--- src/rtl/regfile_wb_scheduler.sv ---
`default_nettype none
// ============================================================================
// Module  : regfile_wb_scheduler
// Brief   : Write-back arbiter and hazard scoreboard for the 32x32 register file.
//           Define WB_SCHED_RR_EN for round-robin arbitration (default: fixed priority).
// Revision: 1.0 - initial release
// ============================================================================
module regfile_wb_scheduler #(
  parameter int NUM_REQ = 3,
  parameter int XLEN    = 32
) (
  input  logic                    clk,
  input  logic                    rst,
  input  logic                    issue_valid,
  input  logic [4:0]              issue_rs1,
  input  logic [4:0]              issue_rs2,
  input  logic [4:0]              issue_rd,
  input  logic                    issue_uses_rd,
  output logic                    issue_stall,
  input  logic [NUM_REQ-1:0]      req_valid,
  input  logic [NUM_REQ*5-1:0]    req_rd,
  input  logic [NUM_REQ*XLEN-1:0] req_data,
  output logic [NUM_REQ-1:0]      req_ready,
  output logic                    wb_en,
  output logic [4:0]              wb_rd,
  output logic [XLEN-1:0]         wb_data,
  output logic [31:0]             busy_vec
);

  localparam int PTR_W = $clog2(NUM_REQ);

  logic [31:0]        r_busy;
  logic [31:0]        w_busy_nxt;
  logic               r_wb_en;
  logic [4:0]         r_wb_rd;
  logic [XLEN-1:0]    r_wb_data;
  logic [NUM_REQ-1:0] w_grant;
  logic [NUM_REQ-1:0] w_elig;
  logic               w_any;
  logic [4:0]         w_sel_rd;
  logic [XLEN-1:0]    w_sel_data;
  logic               w_stall;
  logic               w_set;

`ifdef WB_SCHED_RR_EN
  logic [PTR_W-1:0] r_ptr;
  logic [PTR_W-1:0] w_ptr_nxt;

  // First search pass only considers requesters at or after the pointer.
  always_comb begin
    w_elig = '0;
    for (int i = 0; i < NUM_REQ; i++) begin
      w_elig[i] = !(PTR_W'(i) < r_ptr);
    end
  end

  always_comb begin
    w_ptr_nxt = r_ptr;
    for (int i = 0; i < NUM_REQ; i++) begin
      if (w_grant[i]) begin
        w_ptr_nxt = (i == NUM_REQ - 1) ? '0 : PTR_W'(i + 1);
      end
    end
  end

  always_ff @(posedge clk or posedge rst) begin
    if (rst) begin
      r_ptr <= '0;
    end else if (w_any) begin
      r_ptr <= w_ptr_nxt;
    end
  end
`else
  assign w_elig = '1;
`endif

  // Two passes give the modulo-NUM_REQ wrap: eligible upper part, then from index 0.
  always_comb begin
    w_grant    = '0;
    w_any      = 1'b0;
    w_sel_rd   = '0;
    w_sel_data = '0;
    if (!rst) begin
      for (int i = 0; i < NUM_REQ; i++) begin
        if (!w_any && req_valid[i] && w_elig[i]) begin
          w_grant[i] = 1'b1;
          w_any      = 1'b1;
          w_sel_rd   = req_rd[i*5 +: 5];
          w_sel_data = req_data[i*XLEN +: XLEN];
        end
      end
      for (int i = 0; i < NUM_REQ; i++) begin
        if (!w_any && req_valid[i]) begin
          w_grant[i] = 1'b1;
          w_any      = 1'b1;
          w_sel_rd   = req_rd[i*5 +: 5];
          w_sel_data = req_data[i*XLEN +: XLEN];
        end
      end
    end
  end

  always_ff @(posedge clk or posedge rst) begin
    if (rst) begin
      r_wb_en   <= 1'b0;
      r_wb_rd   <= '0;
      r_wb_data <= '0;
    end else begin
      r_wb_en <= w_any;
      if (w_any) begin
        r_wb_rd   <= w_sel_rd;
        r_wb_data <= w_sel_data;
      end
    end
  end

  assign w_stall = issue_valid & (r_busy[issue_rs1] | r_busy[issue_rs2] |
                                  (issue_uses_rd & r_busy[issue_rd]));
  assign w_set   = issue_valid & ~w_stall & issue_uses_rd & (issue_rd != 5'd0);

  // Clear is applied before set so a same-index collision leaves the bit set.
  always_comb begin
    w_busy_nxt = r_busy;
    if (r_wb_en) begin
      w_busy_nxt[r_wb_rd] = 1'b0;
    end
    if (w_set) begin
      w_busy_nxt[issue_rd] = 1'b1;
    end
    w_busy_nxt[0] = 1'b0;
  end

  always_ff @(posedge clk or posedge rst) begin
    if (rst) begin
      r_busy <= '0;
    end else begin
      r_busy <= w_busy_nxt;
    end
  end

  assign issue_stall = w_stall;
  assign req_ready   = w_grant;
  assign wb_en       = r_wb_en;
  assign wb_rd       = r_wb_rd;
  assign wb_data     = r_wb_data;
  assign busy_vec    = r_busy;

endmodule
`default_nettype wire

--- config.mk ---
export PLATFORM = sky130hd
export DESIGN_NAME = regfile_wb_scheduler
export DESIGN_NICKNAME = d
export VERILOG_FILES = /design/src/rtl/regfile_wb_scheduler.sv
export SDC_FILE = /design/constraint.sdc
export NUM_CORES = 1
export LEC_CHECK = 0
export BUFFER_PORTS_ARGS = -buffer_cell sky130_fd_sc_hd__buf_4
export CAP_MARGIN = 20
export CORE_UTILIZATION = 40
export CTS_CLUSTER_SIZE = 8
export DETAILED_ROUTE_END_ITERATION = 8
export MAX_ROUTING_LAYER = met4
export PLACE_DENSITY = 0.71
export SLEW_MARGIN = 20
export SYNTH_ARGS = -nofsm -noshare
export SYNTH_HDL_FRONTEND = slang
export SYNTH_SLANG_ARGS = --single-unit
--- constraint.sdc ---
create_clock -name clk -period 2.6 [get_ports clk]
set_input_delay 0 -clock clk [delete_from_list [all_inputs] [get_ports clk]]
set_output_delay 0 -clock clk [all_outputs]
set_load 0.01 [all_outputs]
==> metrics, run 1 <==
remaining antenna violation count=0; leakage power=about 3.0 nW; wire per inst=17.8 µm; critical path fanouts, max=4; Final Hold Vio Count=0; core footprint=9950 µm²; Area Overhead vs Synth=57.0%; status=completed; gpl congestion=1.02; endpoints failing setup=0; multi-input logic area=approximately 2300 µm²; power density over the cells=a little under 700 nW/µm²; register area=approximately 1700 µm²; Remaining Overflow, GRT=0; Syn Inst Count=roughly 460; post-synth top area cell=dfrtp_1; most frequent CP cell=mux4_2; Worst EP arrival=2.85 ns; I/O pin count=roughly 210; RSZ-0062 raised after global routing=yes; fillcell total=813; final net count=840; Synth warnings=0; CP max stage delay=~0.51 ns; Initial Utilization=around two fifths; Initial DRC Count=about 180; Core Util, Final=between 60% and 70%; Final Max Slew Viols=0; Primary FF master, synth=dfrtp_1; GRT Resource Usage Total=around 30%; slowest cell on the critical path=mux4_2; Int Power=2.88 mW; EDFF count, synth=0; Synth area leaders=dfrtp_1 41%, o21ai_0 12%, a22oi_1 6.5%; clk slew on worst S/H paths=roughly 0.080 ns; Worst-Margin Slew=slightly below 0.7 ns; first drt pass iteration count=6; Worst Skew=roughly 0.0082 ns; CTS tree=done; area of the mapped netlist=between 4000 and 5000 µm²; flop and latch count out of synthesis=between 60 and 70; Async SR Flop Fraction=100%; overall power=about 4.4 mW; register area share after synthesis=about 41%; DPL Wire Length=between 10 and 15 mm; Port Buf Inserts=approximately 210; part of the power in the clock network=between 20% and 30%; CTS Sinks=~70; Worst Path Required=roughly 2.9 ns; CP Capture Type=register; Flop pwr share=around 37%; maximum vdd drop=~350 µV; Setup CP Type=register to register; final wirelength=15.0 mm; DR DRC count=0; startpoint class of the critical path=register; Logic pwr share=a little over two fifths; CP Cell Sequence=mux4_2 -> mux4_2 -> a2bb2oi_2 -> a211oi_4 -> buf_6 -> nand4_1 -> buf_4 -> o21ai_0; clock buffer depth=2; max-cap violations=0; period utilization=roughly 99%; chip width=104 µm; Avg Inst Size Synth=between 8 and 9 µm²; global-route wire length before repair=roughly 24 mm; TritonCTS Buffers=9; Hold Path Class=primary input to register; Synth top area share=between 40% and 50%; via count=4724; latest clock arrival within the worst-skew pair=0.36 ns; vias in the first global route=4682; die area=~11000 µm²; placed inst area=approximately 5900 µm²; fmax=slightly below 400 MHz; Rows=36; WHS=~0.0041 ns; Vert. Die Dim=between 100 and 150 µm; initial antenna violation count=0; clk root buf=clkbuf_8; CTS H-tree lvls=3; post-layout min period=about 2.6 ns; sw power=~1.5 mW; syn nets=about 600; Sw Share=34.8%; post-route cell area=between 6000 and 7000 µm²; share of cells above drive strength 1=a little under 40%; ANT cells=0; largest net degree at the start of global routing=78; Via-to-Cell Ratio=5.59; Max-slew headroom=between 50% and 60%; post-synthesis cell type count=38
## critical path, delay by kind of cell (launching register included)
kind	cells	cell delay (ns)
mux	2	1.01
compound gates	3	0.62
flops	1	0.42
buf+inv	2	0.34
simple gates	1	0.11
## registers in the layout, indices dropped and copies added, names as in the netlist
signal    cells
busy_vec     31
wb_en         1
wb_data      32
wb_rd         5
## cells by family (layout without fill, tap and decap cells)
group           Yosys count  after routing  share of synthesized area, %
flops                    69             69                          41.4
compound gates          190            190                          25.9
mux                      37             37                          14.4
buf+inv                  41            289                          3.99
other cells               1              1                        0.0898
simple gates            126            126                          14.3
## cells in the mapped netlist (2+ instances only)
cell	count
nand3_1	4
o22ai_1	6
buf_1	4
clkbuf_1	30
mux4_1	7
a21oi_1	39
nor2_1	44
inv_1	4
nand3b_1	8
mux2_2	2
a22oi_1	36
nor2b_1	4
dfrtp_1	69
or3b_2	5
or2_2	2
nor3b_1	2
nor4_1	2
mux2i_1	19
or3_1	2
a2bb2oi_1	2
nand2b_1	2
o21ai_0	102
nand4_1	2
mux4_2	9
nand4b_1	2
nand2_1	44
## power by group through the flow
| stage | clock network, mW | registers [mW] | logic (mW) |
|---|---|---|---|
| 3_3_place_gp | 0 | 1.61 | 1.68 |
| 2_1_floorplan | 0 | 1.69 | 0.682 |
| 5_1_grt | 0.978 | 1.66 | 1.99 |
| 4_1_cts | 0.936 | 1.62 | 1.76 |
| 3_5_place_dp | 0 | 1.64 | 1.70 |
| 6_report | 0.930 | 1.62 | 1.86 |
## what timing repair did
action,in CTS,in global routing
pin swaps,5,1
resized for setup,0,25
buffers inserted,7,5
hold endpoints to repair,62,0
hold buffers,37,0
endpoints found under the setup margin,32,32
gates cloned,0,0
## metrics by stage
step	setup TNS (ns)	worst slack [ns]	cells
3_5_place_dp	-0.886	-0.0857	780
2_1_floorplan	0	0.291	464
5_1_grt	-0.312	-0.0417	845
6_report	0	0.0172	845
3_3_place_gp	0	0.0755	780
4_1_cts	0	0.0455	840
## cell type report
type | count | area share, %
Inverter | 4 | 0.229
Clock buffer | 13 | 2.58
Tap cell | 133 | 2.54
Sequential cell | 69 | 26.4
Timing Repair Buffer | 269 | 32.7
Clock inverter | 3 | 0.649
Multi-Input combinational cell | 354 | 34.9
## worst paths after layout
kind	startpoint	end	slack (ns)	depth (start not counted)
setup / recovery	busy_vec[15]	busy_vec[19]	0.02	8
hold / removal	req_rd[2]	wb_rd[2]	0.004	3
setup reg to reg	busy_vec[15]	busy_vec[19]	0.02	8
hold reg to reg	wb_data[9]	wb_data[9]	0.49	2
max in group asynchronous	rst	busy_vec[15]	1.67	4
min in group asynchronous	rst	wb_data[18]	0.31	3
## layout by cell type, fill, tap and decap left out, types with 2 or more instances in the layout
cell type	netlist	layout
or3_1	2	2
a21oi_1	39	39
mux4_2	9	11
inv_1	4	3
o22ai_1	6	6
or3b_2	5	5
nor2_1	44	44
a22oi_1	36	36
o21ai_1	0	15
nand4b_1	2	2
buf_6	1	2
dfrtp_1	69	68
clkbuf_8	0	12
buf_4	1	228
mux2i_1	19	19
nor2b_1	4	3
nor4_1	2	2
mux4_1	7	5
dlygate4sd3_1	0	37
nand2b_1	2	2
nand2_1	44	44
buf_12	0	2
o21ai_0	102	85
or2_2	2	2
mux2_2	2	2
nor3b_1	2	2
nand3_1	4	4
nand3b_1	8	8
nand4_1	2	2
o21ai_2	0	2
## routing by layer
metal,up-vias,GRT usage (%),part of all wire (%)
met5,-,-,0
met4,0,14.4,4.1
met3,51,4.76,6.7
met2,270,49.8,51
met1,2201,33.3,39
li1,2202,-,-
Note: power is estimated with default switching activity, not from simulation.
==> run 2: changes to the inputs <==
CTS_CLUSTER_SIZE = unset   (was 8)
MAX_ROUTING_LAYER = unset   (was met4)
PLACE_DENSITY = 0.81   (was 0.71)
==> run 2 against run 1 <==
- critical endpoint is now issue_stall
- highest routed layer unchanged
- global-route usage is 1.5 points lower
- cell area is 0.80% lower
- power is 1.3% lower
==> metrics, run 2 (synthesized netlist as in run 1, its figures left out) <==
Int Power=2.82 mW; vias in the first global route=approximately 4500; clk slew on worst S/H paths=0.08 ns; Initial DRC Count=around 300; DR DRC count=0; global-route wire length before repair=23.5 mm; DPL Wire Length=10.6 mm; worst path bufs/invs=1; CP Cell Sequence=mux4_1 -> mux4_2 -> a2bb2oi_2 -> a211oi_4 -> a21boi_1 -> buf_4; part of the power in the clock network=between 20 and 25%; Worst Skew=between 0.008 and 0.009 ns; first drt pass iteration count=8; core footprint=between 9000 and 10000 µm²; post-layout min period=2.52 ns; Max-slew headroom=a little under half; Rows=36; CP Capture Type=output port; Worst-Margin Slew=between 0.7 and 0.8 ns; Vert. Die Dim=104 µm; largest net degree at the start of global routing=78; most frequent cells in the layout=232 x buf_4, 98 x o21ai_0, 69 x dfrtp_1, 44 x nor2_1, 44 x nand2_1; Stages on worst setup path=6; CTS H-tree lvls=3; clock buffer depth=2; CTS Sinks=69; gpl congestion=0.956; remaining antenna violation count=0; final wirelength=approximately 15 mm; status=completed; final net count=roughly 840; Core Util, Final=65.3%; GRT Resource Usage Total=27.7%; CP max stage delay=slightly above 0.5 ns; startpoint class of the critical path=register; endpoints failing setup=0; via count=between 4000 and 5000; max FFs per register=32; Flop pwr share=between 30% and 40%; Setup CP Type=register to output port; cell family with most CP delay=multiplexers; power density over the cells=approximately 670 nW/µm²; dpl ws=-0.0775 ns; Sw Share=35.2%; slowest cell on the critical path=mux4_1; chip width=~100 µm; RSZ-0062 raised after global routing=no; fmax=between 300 and 400 MHz; Worst EP arrival=approximately 2.5 ns; Port Buf Inserts=205; Worst Path Required=about 2.6 ns; TritonCTS Buffers=9; Logic pwr share=between 40% and 50%; clk root buf=clkbuf_8; sw power=about 1.5 mW; ANT cells=0; Final Max Slew Viols=0; commonest non-fill, non-tap cell in the layout=buf_4; initial antenna violation count=0; Remaining Overflow, GRT=0; post-route cell area=around 6500 µm²; Initial Utilization=approximately two fifths; max-cap violations=0; period utilization=~97%; Final Hold Vio Count=0; latest clock arrival within the worst-skew pair=around 0.34 ns; Hold Path Class=primary input to register; placed inst area=~5900 µm²; share of cells above drive strength 1=a little under two fifths; die area=about 11000 µm²; Area Overhead vs Synth=55.8%; Via-to-Cell Ratio=roughly 5.7; Hold Crit Depth=3; leakage power=between 2 and 3 nW; R2R cell count=7; I/O pin count=a little over 200; maximum vdd drop=approximately 370 µV; CTS tree=done; fin worst setup slack=0.0817 ns; wire per inst=approximately 18 µm; critical path fanouts, max=5
-- run 2: changes by cell type in the layout (fill, tap and decap cells not counted), sizes merged --
| cell | change |
|---|---|
| buf | +1 |
| clkinv | +4 |
| clkinvlp | -1 |
| dlygate4sd3 | -2 |
| clkbuf | -3 |
-- run 2: layer usage --
metal	share of wire (%)	wire [µm]	GRT usage (%)	vias up
li1	-	-	-	2198
met1	37	5690	34.2	2240
met2	51	7740	48.6	300
met3	8.7	1320	4.20	46
met4	3.1	475	10.5	0
met5	0	0	0	-
-- run 2: power groups by stage --
| stage | combinational (mW) | sequential [mW] | clock [mW] |
|---|---|---|---|
| floorplan | 0.682 | 1.69 | 0 |
| global placement | 1.67 | 1.60 | 0 |
| detailed placement | 1.70 | 1.63 | 0 |
| CTS | 1.75 | 1.61 | 0.889 |
| global route | 1.99 | 1.65 | 0.934 |
| finish | 1.85 | 1.61 | 0.885 |
-- run 2: stage by stage --
stage	instances	setup TNS, ns	power [mW]	hold slack [ns]
floorplan	464	0	2.38	0.0464
global placement	780	0	3.27	-0.0862
detailed placement	780	-0.304	3.34	-0.0824
CTS	834	0	4.25	0.0144
global route	844	0	4.58	0.0461
finish	844	0	4.35	0.0159
-- run 2: repair_timing --
item,4_1_cts,5_1_grt
setup buffers,3,10
endpoints found under the hold margin,39,0
pin swaps,4,5
gates resized for setup,1,7
endpoints found under the setup margin,14,24
hold buffers,35,0
-- run 2: worst min-delay path, stage by stage --
cell and delay, ns:
buf_4 0.08, a21oi_1 0.05, o21ai_0 0.18
-- run 2: area by class of cell --
class	instances	area [µm²]
timing repair buffer	268	2110
tap	133	166
clock buffer	10	138
sequential	69	1730
inverter	4	15.0
fill	776	3450
multi-input combinational	354	2280
clock inverter	6	62.6
-- run 2: worst paths after layout --
kind	startpoint	to	slack (ns)
max	busy_vec[23]	issue_stall	0.08
min	req_data[28]	wb_data[28]	0.02
max reg2reg	busy_vec[23]	busy_vec[6]	0.09
min reg2reg	wb_data[19]	wb_data[19]	0.48
max in group asynchronous	rst	busy_vec[9]	1.50
min in group asynchronous	rst	wb_data[13]	0.11
